===== config.mk =====
export PLATFORM = sky130hd
export DESIGN_NAME = decode_stage
export DESIGN_NICKNAME = d
export VERILOG_FILES = /design/src/rtl/decode_stage_pkg.sv /design/src/rtl/decode_stage_core.sv /design/src/rtl/decode_stage.sv
export SDC_FILE = /design/constraint.sdc
export NUM_CORES = 1
export LEC_CHECK = 0
export ABC_AREA = 1
export ABC_CLOCK_PERIOD_IN_PS = 1400
export CAP_MARGIN = 15
export CELL_PAD_IN_SITES_DETAIL_PLACEMENT = 1
export CELL_PAD_IN_SITES_GLOBAL_PLACEMENT = 2
export CORE_UTILIZATION = 18
export CTS_CLUSTER_DIAMETER = 30
export DETAILED_ROUTE_END_ITERATION = 6
export MAX_ROUTING_LAYER = met4
export PLACE_DENSITY = 0.86
export SLEW_MARGIN = 30
export SYNTH_ARGS = -nofsm -noshare
export SYNTH_HDL_FRONTEND = slang
export SYNTH_SLANG_ARGS = --single-unit

===== constraint.sdc =====
create_clock -name clk_i -period 1.4 [get_ports clk_i]
set_clock_uncertainty 0.15 [all_clocks]
set_input_delay 0.28 -clock clk_i [delete_from_list [all_inputs] [get_ports clk_i]]
set_output_delay 0.28 -clock clk_i [all_outputs]
set_load 0.02 [all_outputs]

===== src/rtl/decode_stage_pkg.sv =====
// Shared RV32I decode definitions: opcodes, control-field encodings and the
// control bundle carried from decode into execute.
package riscv_decode_pkg;

    localparam logic [6:0] OPC_JAL    = 7'b1101111;
    localparam logic [6:0] OPC_JALR   = 7'b1100111;
    localparam logic [6:0] OPC_OP_IMM = 7'b0010011;
    localparam logic [6:0] OPC_OP     = 7'b0110011;
    localparam logic [6:0] OPC_LOAD   = 7'b0000011;
    localparam logic [6:0] OPC_STORE  = 7'b0100011;
    localparam logic [6:0] OPC_BRANCH = 7'b1100011;
    localparam logic [6:0] OPC_LUI    = 7'b0110111;
    localparam logic [6:0] OPC_AUIPC  = 7'b0010111;

    typedef enum logic [2:0] {
        IMM_I = 3'b000,
        IMM_S = 3'b001,
        IMM_B = 3'b010,
        IMM_J = 3'b011,
        IMM_U = 3'b100
    } imm_src_e;

    typedef enum logic [1:0] {
        WB_ALU = 2'b00,
        WB_MEM = 2'b01,
        WB_PC4 = 2'b10,
        WB_IMM = 2'b11
    } write_src_e;

    typedef enum logic [1:0] {
        ALUOP_ADD   = 2'b00,
        ALUOP_SUB   = 2'b01,
        ALUOP_FUNCT = 2'b10,
        ALUOP_RSVD  = 2'b11
    } alu_op_e;

    typedef struct packed {
        logic       reg_write;
        imm_src_e   imm_src;
        logic       alu_src;
        logic       alu_src_a_pc;
        write_src_e write_src;
        logic       branch;
        logic       jump;
        logic       jump_reg;
        logic       mem_read;
        logic       mem_write;
        alu_op_e    alu_op;
    } ctrl_t;

    localparam ctrl_t CTRL_NOP = '{
        reg_write:    1'b0,
        imm_src:      IMM_I,
        alu_src:      1'b0,
        alu_src_a_pc: 1'b0,
        write_src:    WB_ALU,
        branch:       1'b0,
        jump:         1'b0,
        jump_reg:     1'b0,
        mem_read:     1'b0,
        mem_write:    1'b0,
        alu_op:       ALUOP_ADD
    };

    function automatic logic opcode_listed(input logic [6:0] opc);
        case (opc)
            OPC_JAL, OPC_JALR, OPC_OP_IMM, OPC_OP, OPC_LOAD,
            OPC_STORE, OPC_BRANCH, OPC_LUI, OPC_AUIPC: opcode_listed = 1'b1;
            default:                                   opcode_listed = 1'b0;
        endcase
    endfunction

endpackage


===== src/rtl/decode_stage_core.sv =====
// Combinational RV32I main decoder: opcode to control bundle.
// Optional DECODE_ILLEGAL_TRAP_EN adds an illegal-instruction flag.
module main_decode_core
    import riscv_decode_pkg::*;
(
    input  logic [31:0] instr_i,
`ifdef DECODE_ILLEGAL_TRAP_EN
    output logic        illegal_o,
`endif
    output ctrl_t       ctrl_o
);

    logic [6:0] opcode;
    assign opcode = instr_i[6:0];

    always_comb begin
        ctrl_o = CTRL_NOP;
        if (instr_i[1:0] == 2'b11) begin
            case (opcode)
                OPC_JAL: begin
                    ctrl_o.reg_write = 1'b1;
                    ctrl_o.imm_src   = IMM_J;
                    ctrl_o.write_src = WB_PC4;
                    ctrl_o.jump      = 1'b1;
                end
                OPC_JALR: begin
                    ctrl_o.reg_write = 1'b1;
                    ctrl_o.imm_src   = IMM_I;
                    ctrl_o.alu_src   = 1'b1;
                    ctrl_o.write_src = WB_PC4;
                    ctrl_o.jump      = 1'b1;
                    ctrl_o.jump_reg  = 1'b1;
                end
                OPC_OP_IMM: begin
                    ctrl_o.reg_write = 1'b1;
                    ctrl_o.alu_src   = 1'b1;
                    ctrl_o.alu_op    = ALUOP_FUNCT;
                end
                OPC_OP: begin
                    ctrl_o.reg_write = 1'b1;
                    ctrl_o.alu_op    = ALUOP_FUNCT;
                end
                OPC_LOAD: begin
                    ctrl_o.reg_write = 1'b1;
                    ctrl_o.alu_src   = 1'b1;
                    ctrl_o.write_src = WB_MEM;
                    ctrl_o.mem_read  = 1'b1;
                end
                OPC_STORE: begin
                    ctrl_o.imm_src   = IMM_S;
                    ctrl_o.alu_src   = 1'b1;
                    ctrl_o.mem_write = 1'b1;
                end
                OPC_BRANCH: begin
                    ctrl_o.imm_src   = IMM_B;
                    ctrl_o.branch    = 1'b1;
                    ctrl_o.alu_op    = ALUOP_SUB;
                end
                OPC_LUI: begin
                    ctrl_o.reg_write = 1'b1;
                    ctrl_o.imm_src   = IMM_U;
                    ctrl_o.alu_src   = 1'b1;
                    ctrl_o.write_src = WB_IMM;
                end
                OPC_AUIPC: begin
                    ctrl_o.reg_write    = 1'b1;
                    ctrl_o.imm_src      = IMM_U;
                    ctrl_o.alu_src      = 1'b1;
                    ctrl_o.alu_src_a_pc = 1'b1;
                end
                default: ctrl_o = CTRL_NOP;
            endcase
        end
    end

`ifdef DECODE_ILLEGAL_TRAP_EN
    // All-zero and all-one words are trapped explicitly as common fetch garbage.
    assign illegal_o = (instr_i[1:0] != 2'b11) || !opcode_listed(opcode) ||
                       (instr_i == 32'h0000_0000) || (instr_i == 32'hFFFF_FFFF);
`else
    logic unused_upper;
    assign unused_upper = ^instr_i[31:7];
`endif

endmodule


===== src/rtl/decode_stage.sv =====
// Registered RV32I decode stage: one-entry ID/EX register with valid/ready,
// stall and flush. Optional illegal_o port under DECODE_ILLEGAL_TRAP_EN.
module decode_stage
    import riscv_decode_pkg::*;
#(
    parameter int XLEN      = 32,
    parameter int IMM_SRC_W = 3,
    parameter int ALU_OP_W  = 2
) (
    input  logic                 clk_i,
    input  logic                 rst_i,
    input  logic                 valid_i,
    output logic                 ready_o,
    input  logic [31:0]          instr_i,
    input  logic [XLEN-1:0]      pc_i,
    input  logic                 flush_i,
    output logic                 valid_o,
    input  logic                 ready_i,
    output logic [XLEN-1:0]      pc_o,
    output logic [4:0]           rd_o,
    output logic [4:0]           rs1_o,
    output logic [4:0]           rs2_o,
    output logic [2:0]           funct3_o,
    output logic                 funct7b5_o,
    output logic                 reg_write_o,
    output logic [IMM_SRC_W-1:0] imm_src_o,
    output logic                 alu_src_o,
    output logic                 alu_src_a_pc_o,
    output logic [1:0]           write_src_o,
    output logic                 branch_o,
    output logic                 jump_o,
    output logic                 jump_reg_o,
    output logic                 mem_read_o,
    output logic                 mem_write_o,
`ifdef DECODE_ILLEGAL_TRAP_EN
    output logic                 illegal_o,
`endif
    output logic [ALU_OP_W-1:0]  alu_op_o
);

    ctrl_t           dec_ctrl;
    logic            load;

    logic            valid_q, valid_d;
    logic [XLEN-1:0] pc_q, pc_d;
    logic [4:0]      rd_q, rd_d;
    logic [4:0]      rs1_q, rs1_d;
    logic [4:0]      rs2_q, rs2_d;
    logic [2:0]      funct3_q, funct3_d;
    logic            funct7b5_q, funct7b5_d;
    ctrl_t           ctrl_q, ctrl_d;

`ifdef DECODE_ILLEGAL_TRAP_EN
    logic            dec_illegal;
    logic            illegal_q, illegal_d;

    main_decode_core u_core (
        .instr_i   (instr_i),
        .illegal_o (dec_illegal),
        .ctrl_o    (dec_ctrl)
    );
`else
    main_decode_core u_core (
        .instr_i (instr_i),
        .ctrl_o  (dec_ctrl)
    );
`endif

    assign ready_o = !valid_q || ready_i;
    assign load    = valid_i && ready_o;

    // Flush beats load and hold; a plain drain only drops valid.
    always_comb begin
        valid_d    = valid_q;
        pc_d       = pc_q;
        rd_d       = rd_q;
        rs1_d      = rs1_q;
        rs2_d      = rs2_q;
        funct3_d   = funct3_q;
        funct7b5_d = funct7b5_q;
        ctrl_d     = ctrl_q;
`ifdef DECODE_ILLEGAL_TRAP_EN
        illegal_d  = illegal_q;
`endif
        if (flush_i) begin
            valid_d = 1'b0;
        end else if (load) begin
            valid_d    = 1'b1;
            pc_d       = pc_i;
            rd_d       = instr_i[11:7];
            rs1_d      = instr_i[19:15];
            rs2_d      = instr_i[24:20];
            funct3_d   = instr_i[14:12];
            funct7b5_d = instr_i[30];
            ctrl_d     = dec_ctrl;
`ifdef DECODE_ILLEGAL_TRAP_EN
            illegal_d  = dec_illegal;
`endif
        end else if (ready_i) begin
            valid_d = 1'b0;
        end
    end

    always_ff @(posedge clk_i) begin
        if (rst_i) begin
            valid_q    <= 1'b0;
            pc_q       <= '0;
            rd_q       <= '0;
            rs1_q      <= '0;
            rs2_q      <= '0;
            funct3_q   <= '0;
            funct7b5_q <= 1'b0;
            ctrl_q     <= CTRL_NOP;
`ifdef DECODE_ILLEGAL_TRAP_EN
            illegal_q  <= 1'b0;
`endif
        end else begin
            valid_q    <= valid_d;
            pc_q       <= pc_d;
            rd_q       <= rd_d;
            rs1_q      <= rs1_d;
            rs2_q      <= rs2_d;
            funct3_q   <= funct3_d;
            funct7b5_q <= funct7b5_d;
            ctrl_q     <= ctrl_d;
`ifdef DECODE_ILLEGAL_TRAP_EN
            illegal_q  <= illegal_d;
`endif
        end
    end

    assign valid_o        = valid_q;
    assign pc_o           = pc_q;
    assign rd_o           = rd_q;
    assign rs1_o          = rs1_q;
    assign rs2_o          = rs2_q;
    assign funct3_o       = funct3_q;
    assign funct7b5_o     = funct7b5_q;
    assign reg_write_o    = ctrl_q.reg_write;
    assign imm_src_o      = IMM_SRC_W'(ctrl_q.imm_src);
    assign alu_src_o      = ctrl_q.alu_src;
    assign alu_src_a_pc_o = ctrl_q.alu_src_a_pc;
    assign write_src_o    = ctrl_q.write_src;
    assign branch_o       = ctrl_q.branch;
    assign jump_o         = ctrl_q.jump;
    assign jump_reg_o     = ctrl_q.jump_reg;
    assign mem_read_o     = ctrl_q.mem_read;
    assign mem_write_o    = ctrl_q.mem_write;
    assign alu_op_o       = ALU_OP_W'(ctrl_q.alu_op);
`ifdef DECODE_ILLEGAL_TRAP_EN
    assign illegal_o      = illegal_q;
`endif

endmodule


==> results of run 1 <==
layout make-up:
| type | count | area [um2] |
|---|---|---|
| Fill cell | 1613 | 8795 |
| Multi-Input combinational cell | 227 | 1130 |
| Clock buffer | 11 | 252.7 |
| Timing Repair Buffer | 157 | 1498 |
| Sequential cell | 66 | 1325 |
| Clock inverter | 5 | 52.55 |
| Tap cell | 176 | 220.2 |
| Inverter | 18 | 75.07 |
registers in the layout, indices dropped and copies added, names as in the netlist, 2 cells and up:
signal	cells
pc_o	32
rd_o	5
rs1_o	5
rs2_o	5
funct3_o	3
imm_src_o	3
alu_op_o	2
write_src_o	2
through the flow:
step	setup WS [ps]	util (%)	hold slack, ps	area [um2]	total power (W)
2_1_floorplan	-34.05	-	198.7	2509	0.002466
3_3_place_gp	-513.1	30.94	299.0	4130	0.002947
3_5_place_dp	-526.8	30.94	315.2	4130	0.002974
4_1_cts	-132.0	33.98	330.7	4536	0.005294
5_1_grt	-168.3	34.11	75.02	4553	0.005485
6_report	-139.4	34.11	64.60	4553	0.005243
where the power goes:
group | internal, W | leakage (nW) | switching (W)
clock network | 0.00147 | 0.151 | 0.000842
logic | 0.000437 | 1.28 | 0.000452
registers | 0.00199 | 0.543 | 0.0000589
total | 0.00389 | 1.97 | 0.00135
kinds of logic (layout without fill, tap and decap cells):
| family | count (synthesis) | after routing | synth area share, % |
|---|---|---|---|
| and+or+nand+nor | 160 | 160 | 25.26 |
| AOI/OAI and AO/OA | 67 | 67 | 13.99 |
| DFF | 66 | 66 | 53.15 |
| buffers and inverters | 39 | 191 | 7.599 |
placed cells by master (no fill, tap or decap), drive strengths merged:
cell type,Yosys,final
nand4,1,1
inv,18,18
clkdlybuf4s50,0,56
a211oi,2,2
o21ai,55,55
bufinv,0,1
clkinvlp,0,1
or2,1,1
clkdlybuf4s15,0,28
o21bai,1,1
dlymetal6s2s,0,6
nor2,117,117
dlygate4sd2,0,1
nand3,11,11
clkbuf,4,17
nand2,29,29
nor3,1,1
clkinv,0,3
buf,17,60
dfxtp,66,66
a21oi,9,9
worst max-delay path, delay by kind of cell:
| kind | cells | cell delay (ps) |
|---|---|---|
| buf+inv | 2 | 540 |
| simple gates | 1 | 290 |
layer usage:
layer	GRT usage (%)	vias up	share of wire [%]	routed length [um]
li1	-	1349	-	-
met1	14.07	1314	43	3981
met3	3.279	9	4.3	393
met4	4.219	0	1.3	123
met2	22.36	69	51	4685
met5	-	-	0	0
worst min-delay path by stage:
stage	end	slack [ps]	cells after the start
after floorplan	valid_o	200	1
after global placement	pc_o[1]	300	2
after detailed placement	alu_src_o	320	2
after CTS	pc_o[1]	330	2
after global routing	valid_o	80	2
final	valid_o	60	2
what timing repair did:
action | in CTS | in global routing
pin swaps | 0 | 7
gates resized for setup | 220 | 84
cloned | 0 | 3
setup endpoints to repair | 133 | 94
setup buffers | 0 | 1
==> run metrics, run 1 <==
Critical R2R Capture=pc_o[26]; CP max stage delay=roughly 400 ps; Critical Path RT=970 ps; H-tree depth=3; top post-synthesis cells by count=116 x nor2_1, 66 x dfxtp_1, 49 x o21ai_0, 28 x nand2_1, 16 x inv_1; number of flops mapped to enable cells by yosys=0; slowest stage cell, crit path=clkdlybuf4s50_1; Avg WL per Cell=around 14 um; Final WS setup=-139.4 ps; number of global-route vias before repair=2769; Synth cell types=23; Layout Nets=548; most common cell in the netlist=nor2_1; LEAKAGE=between 1.5 and 2 nW; min Tclk post-route=1539 ps; Setup CP Type=primary input to output pin; Setup crit end kind=output pin; Max Cap Viol=0; Reg2Reg Setup Slack=-70 ps; antenna fix cells=0; Routed Antenna Nets=0; clock slew at reported path FFs=60 ps; Top Ports=137; Initial DRC Count=101; CTS Buffer Depth=2; CTS Sinks=66; largest area contributor in the synthesized netlist=dfxtp_1; Setup crit end=ready_o; violated checks=negative setup slack; Async SR Flop Fraction=0%; antenna violations before repair=0; worst setup path start=ready_i; mapped cell area=roughly 2500 um2; Critical Path AT=about 1100 ps; crit path max fanout=3; worst r2r path cells=7; period utilization=110.0%; share of the synthesized area in the top cell type=53.15%; total CTS buffers=9; share of layout cells above drive strength 1=about a third; Setup-failing EPs final=63; Vias=2741; Rows=42; setup TNS=-3306 ps; Hold Path Class=primary input to flip-flop; Worst-Skew Late Latency=roughly 330 ps; Syn Area/Cell=7.488 um2; core area=13350 um2; hold_sp=flush_i; status=complete, but fails checks; final WL=9.184 mm; Clock Tree Root=clkbuf_16; Synth Warn #=0; 1st-pass router iterations=4; crit path launch type=primary input; die area=about 14000 um2; Starting Density=18.63%; Post-DP HPWL=between 6 and 7 mm; vias per cell=4.153; fmax=649.6 MHz; Hold Buf Count CTS=0; Cell Pwr Density=1151 nW/um2; worst-margin pin slew=197.3 ps; Syn Inst Count=around 330; largest net degree at the start of global routing=34; all-layer global routing usage=12.77%; Die Y=119.5 um; RSZ-0062 raised after global routing=yes; sequential-to-total area share from yosys stat=53.15%; Relative slew margins=86.71%; gpl congestion=0.7601; Layout area overhead=83.14%; global-route wire length before repair=between 10 and 15 mm; CP cell instances=clkdlybuf4s50_1, or2_4, buf_6; CTS tree=built; Synth Net Count=around 400; DRC Markers=0; Hold Vio Cnt, Final=0; Cell Count, Final, Fillers Out=660; Slew Limit Fails=0; Worst R2R Start=valid_o; Buffers on Ports=130; Synth area leaders=dfxtp_1 53%, nor2_1 18%, o21ai_0 9.9%; total global routing overflow=0; maximum VDD drop=0.4426 mV; Die W=119.5 um; Synth Register Bits=66; Most used DFF post-synth=dfxtp_1; placed cells=640
(Power assumes the default switching activity.)
==> run 2, diff against run 1 <==
- ABC_CLOCK_PERIOD_IN_PS: 1400 -> 1300
- clock period: 1.4 -> 1.3 ns (I/O delays scaled with it)
==> run metrics, run 2 (synthesized netlist as in run 1, its figures left out) <==
Clk network pwr share=47.0% (was 44.0%); Worst R2R Start=valid_o (unchanged); vias per cell=4.062 (was 4.153); Clock Tree Root=clkbuf_16 (unchanged); hold_sp=valid_i (was flush_i); Max Cap Viol=0 (unchanged); Vias=2705 (was 2741); largest net degree at the start of global routing=43 (was 34); Routed Antenna Nets=0 (unchanged); Tot Pwr=0.005876 W (was 0.005243 W); worst r2r path cells=7 (unchanged); status=complete, but fails checks (unchanged); setup TNS=-7623 ps (was -3306 ps); P_int=0.004462 W (was 0.003890 W); Worst-Skew Late Latency=320 ps (was 330 ps); most common cell after layout, fill and taps aside=nor2_1 (unchanged); CTS Sinks=66 (unchanged); die area=14290 um2 (unchanged); Combinational Power Share=15.5% (was 16.9%); Hold Path Class=primary input to flip-flop (unchanged); Die Y=119.5 um (unchanged); Layout Nets=554 (was 548); final WL=8.908 mm (was 9.184 mm); min Tclk post-route=1503 ps; antenna violations before repair=0 (unchanged); Fillers=1632 (was 1613); fin area=4382 um2 (was 4553 um2); Post-DP HPWL=6.172 mm (was 6.252 mm); Starting Density=18.63% (unchanged); period utilization=115.6%; number of global-route vias before repair=2794 (was 2769); Setup-failing EPs final=67 (was 63); Initial DRC Count=80 (was 101); crit path max fanout=3 (unchanged); Cell Pwr Density=1341 nW/um2 (was 1151 nW/um2); Setup crit end kind=output pin (unchanged); crit path launch type=flip-flop (was primary input); 1st-pass router iterations=4 (unchanged); worst setup path start=valid_o (was ready_i); CTS tree=built (unchanged); Hold Buf Count CTS=0 (unchanged); gpl congestion=0.7706 (was 0.7601); antenna fix cells=0 (unchanged); Hold Vio Cnt, Final=0 (unchanged); clock slew at reported path FFs=50 ps (was 60 ps); switching share of power=24.07% (was 25.81%); Buffers on Ports=130 (unchanged); Die W=119.5 um (unchanged); Largest register FFs=32 (unchanged); worst-margin pin slew=218.6 ps (was 197.3 ps); Final WS setup=-203.1 ps (was -139.4 ps); placed cell areas=4170 um2 (was 4130 um2); RSZ-0062 raised after global routing=yes (unchanged); share of layout cells above drive strength 1=32.24% (was 33.06%); Setup crit end=ready_o (unchanged); core area=13350 um2 (unchanged); Layout area overhead=76.25% (was 83.14%); Rows=42 (unchanged); Avg WL per Cell=13.38 um (was 13.92 um); Top Ports=137 (unchanged); H-tree depth=3 (unchanged); DRC Markers=0 (unchanged); Hold Worst Slack=110.2 ps (was 64.60 ps); Setup CP Type=flip-flop to output pin (was primary input to output pin); all-layer global routing usage=12.34% (was 12.77%); total CTS buffers=9 (unchanged); maximum VDD drop=0.4843 mV (was 0.4426 mV); LEAKAGE=1.992 nW (was 1.970 nW); Slew Limit Fails=0 (unchanged); global-route wire length before repair=13.46 mm (was 13.86 mm); Cell Count, Final, Fillers Out=666 (was 660); sequential power share=37.4% (was 39.0%); Critical R2R Capture=pc_o[2] (was pc_o[26]); placed cells=647 (was 640); Reg2Reg Setup Slack=-150 ps (was -70 ps); most frequent cells in the layout=98 x nor2_1, 65 x dfxtp_1, 64 x buf_2 (was 96 x nor2_1, 65 x dfxtp_1, 56 x clkdlybuf4s50_1); violated checks=negative setup slack (unchanged); total global routing overflow=0 (unchanged); Critical Path AT=1090 ps (was 1110 ps); CTS Buffer Depth=2 (unchanged); fmax=665.3 MHz; Relative slew margins=85.37% (was 86.71%); NetSw=0.001415 W (was 0.001353 W); Critical Path RT=890 ps (was 970 ps)
==> run 2: cell count changes in the layout (fill, tap and decap cells not counted), sizes merged <==
cell,delta
buf,+38
clkdlybuf4s15,-28
clkdlybuf4s50,+5
dlymetal6s2s,-5
clkbuf,-3
bufinv,+1
clkinv,-1
clkinvlp,-1
==> run 2: metrics by stage <==
stage | utilization, % | worst slack (ps)
2_1_floorplan | - | -134.1
3_3_place_gp | 31.24 | -568.5
3_5_place_dp | 31.24 | -574.2
4_1_cts | 31.60 | -209.0
5_1_grt | 32.83 | -243.3
6_report | 32.83 | -203.1
==> run 2: area by class of cell <==
cell class | instances | area (um2) | area share [%]
sequential | 66 | 1325 | 30.24
timing repair buffer | 163 | 1319 | 30.10
multi-input combinational | 227 | 1095 | 24.99
clock buffer | 12 | 277.8 | 6.339
tap | 176 | 220.2 | 5.026
inverter | 18 | 75.07 | 1.713
clock inverter | 4 | 70.07 | 1.599
==> run 2: critical path: stages (launching register included) <==
cell     delay, ps
dfxtp_4        340
inv_2           30
or2_4          260
buf_6          140
==> run 2: timing repair <==
item	in CTS	in global routing
setup buffers	0	1
pin swaps	0	2
gates cloned	0	2
gates resized for setup	280	40
setup endpoints to repair	133	68
==> run 2: power by group through the flow <==
stage | clock (W) | combinational, W | sequential [W]
2_1_floorplan | 0 | 0.000276 | 0.00238
3_3_place_gp | 0 | 0.000941 | 0.00224
3_5_place_dp | 0 | 0.000963 | 0.00224
4_1_cts | 0.00285 | 0.000872 | 0.00220
5_1_grt | 0.00296 | 0.000990 | 0.00221
6_report | 0.00276 | 0.000913 | 0.00220
==> run 2: how the worst min path moves through the flow <==
| stage | end | slack, ps | depth (start not counted) |
|---|---|---|---|
| final | valid_o | 110 | 3 |
| after global routing | valid_o | 120 | 3 |
| after CTS | pc_o[1] | 320 | 2 |
| after detailed placement | mem_write_o | 310 | 2 |
| after global placement | pc_o[1] | 300 | 2 |
| after floorplan | valid_o | 180 | 1 |
==> run 2: per-layer routing <==
| layer | routed length [um] | up-vias | GRT usage, % | part of all wire, % |
|---|---|---|---|---|
| li1 | - | 1363 | - | - |
| met1 | 3892 | 1259 | 14.19 | 44 |
| met2 | 4507 | 73 | 21.28 | 51 |
| met3 | 362 | 10 | 1.663 | 4.1 |
| met4 | 146 | 0 | 5.625 | 1.6 |
| met5 | 0 | - | - | 0 |
==> run 3, diff against run 2 <==
- TNS_END_PERCENT: not set -> 30
==> run metrics, run 3 (synthesized netlist as in run 1, its figures left out) <==
status=complete, but fails checks (unchanged); violated checks=negative setup slack (unchanged); worst r2r path cells=9 (was 7); Layout Nets=549 (was 554); Rows=42 (unchanged); most frequent cells in the layout=103 x nor2_1, 64 x dfxtp_1, 61 x buf_2 (was 98 x nor2_1, 65 x dfxtp_1, 64 x buf_2); 1st-pass router iterations=4 (unchanged); antenna violations before repair=0 (unchanged); Avg WL per Cell=13.69 um (was 13.38 um); crit path launch type=flip-flop (unchanged); Initial DRC Count=88 (was 80); worst-margin pin slew=211.5 ps (was 218.6 ps); Top Ports=137 (unchanged); most common cell after layout, fill and taps aside=nor2_1 (unchanged); largest net degree at the start of global routing=36 (was 43); Setup-failing EPs final=67 (unchanged); Setup CP Type=flip-flop to output pin (unchanged); Cell Pwr Density=1223 nW/um2 (was 1341 nW/um2); CTS Buffer Depth=2 (unchanged); LEAKAGE=2.006 nW (was 1.992 nW); Worst R2R Start=valid_o (unchanged); DRC Markers=0 (unchanged); RSZ-0062 raised after global routing=yes (unchanged); period utilization=115.5% (was 115.6%); antenna fix cells=0 (unchanged); die area=14290 um2 (unchanged); Largest register FFs=32 (unchanged); total CTS buffers=9 (unchanged); Hold Vio Cnt, Final=0 (unchanged); placed cell areas=4118 um2 (was 4170 um2); global-route wire length before repair=13.77 mm (was 13.46 mm); Starting Density=18.63% (unchanged); final WL=9.047 mm (was 8.908 mm); total global routing overflow=0 (unchanged); Die Y=119.5 um (unchanged); Critical Path AT=1090 ps (about the same); Max Cap Viol=0 (unchanged); Hold Worst Slack=59.48 ps (was 110.2 ps); Routed Antenna Nets=0 (unchanged); crit path max fanout=3 (unchanged); vias per cell=4.159 (was 4.062); gpl congestion=0.7940 (was 0.7706); Relative slew margins=85.95% (was 85.37%); H-tree depth=3 (unchanged); maximum VDD drop=0.5066 mV (was 0.4843 mV); share of layout cells above drive strength 1=31.13% (was 32.24%); Worst-Skew Late Latency=320 ps (about the same); core area=13350 um2 (unchanged); fmax=665.9 MHz (was 665.3 MHz); Reg2Reg Setup Slack=-160 ps (was -150 ps); all-layer global routing usage=12.64% (was 12.34%); Fillers=1652 (was 1632); CTS tree=built (unchanged); min Tclk post-route=1502 ps (was 1503 ps); Slew Limit Fails=0 (unchanged); Hold Buf Count CTS=0 (unchanged); clock slew at reported path FFs=50 ps (about the same); hold_sp=flush_i (was valid_i); Hold Path Class=primary input to flip-flop (unchanged); CTS Sinks=66 (unchanged); Post-DP HPWL=6.391 mm (was 6.172 mm); Critical R2R Capture=write_src_o[0] (was pc_o[2]); Final WS setup=-201.7 ps (was -203.1 ps); number of global-route vias before repair=2800 (was 2794); Layout area overhead=74.69% (was 76.25%); Vias=2749 (was 2705); hold path depth=2 (was 3); Critical Path RT=890 ps (about the same); Setup crit end kind=output pin (unchanged); Buffers on Ports=130 (unchanged); Worst Hold Path EP=valid_o (unchanged); Clock Tree Root=clkbuf_16 (unchanged); Die W=119.5 um (unchanged); fin area=4343 um2 (was 4382 um2)
run 3: changes by cell type in the layout (fill, tap and decap cells not counted), moves of 3 or more:
| cell | delta |
|---|---|
| buf_4 | -7 |
| nor2_2 | -7 |
| clkdlybuf4s50_1 | -5 |
| dlymetal6s2s_1 | +5 |
| nor2_1 | +5 |
| nand2_1 | -4 |
| buf_2 | -3 |
| clkbuf_1 | +3 |
| o21ai_2 | -3 |
run 3: power by group:
part / switching, W / leakage [nW] / internal (W)
sequential: 0.0000561 / 0.543 / 0.00214
clock: 0.000859 / 0.133 / 0.00133
combinational: 0.000487 / 1.33 / 0.000433
total: 0.00140 / 2.01 / 0.00391
run 3: worst max-delay path: stages (launching register included):
cell and delay, ps:
dfxtp_4 350, inv_2 30, or2_4 250, buf_6 140
run 3: stage by stage:
stage | power (W) | worst slack (ps) | utilization, % | instances | setup TNS, ps
after floorplan | 0.002656 | -134.1 | - | 332 | -7848
after global placement | 0.003169 | -578.1 | 30.85 | 640 | -35810
after detailed placement | 0.003200 | -576.6 | 30.85 | 640 | -37890
after CTS | 0.005322 | -205.5 | 30.53 | 656 | -9040
after global routing | 0.005579 | -242.9 | 32.54 | 661 | -12440
final | 0.005310 | -201.7 | 32.54 | 661 | -7916
run 3: cell type report:
class | instances | area, um2 | share of cell area, %
repair buffers | 158 | 1336 | 30.77
flip-flops and latches | 66 | 1326 | 30.54
multi-input cells | 227 | 1120 | 25.78
inverters | 18 | 75.07 | 1.729
well taps | 176 | 220.2 | 5.071
clock inverters | 3 | 15.01 | 0.3457
clock buffers | 13 | 250.2 | 5.762
run 3: routing by layer:
metal | share of wire [%] | track usage (%) | vias to the layer above
met2 | 51 | 22.29 | 76
met4 | 2.0 | 5.391 | 0
met3 | 4.2 | 2.852 | 13
met1 | 43 | 13.58 | 1310
li1 | - | - | 1350
met5 | 0 | - | -
run 3: worst max-delay path by stage:
stage | start | to | slack [ps] | depth (start not counted)
2_1_floorplan | valid_o | alu_op_o[1] | -130 | 8
3_3_place_gp | ready_i | ready_o | -580 | 3
3_5_place_dp | ready_i | ready_o | -580 | 3
4_1_cts | valid_o | ready_o | -210 | 3
5_1_grt | valid_o | ready_o | -240 | 3
6_report | valid_o | ready_o | -200 | 3
run 3: repair_timing:
action,4_1_cts,5_1_grt
endpoints found under the hold margin,0,0
setup buffers,0,3
endpoints found under the setup margin,133,71
cloned,0,2
pin swaps,0,12
gates resized for setup,280,56
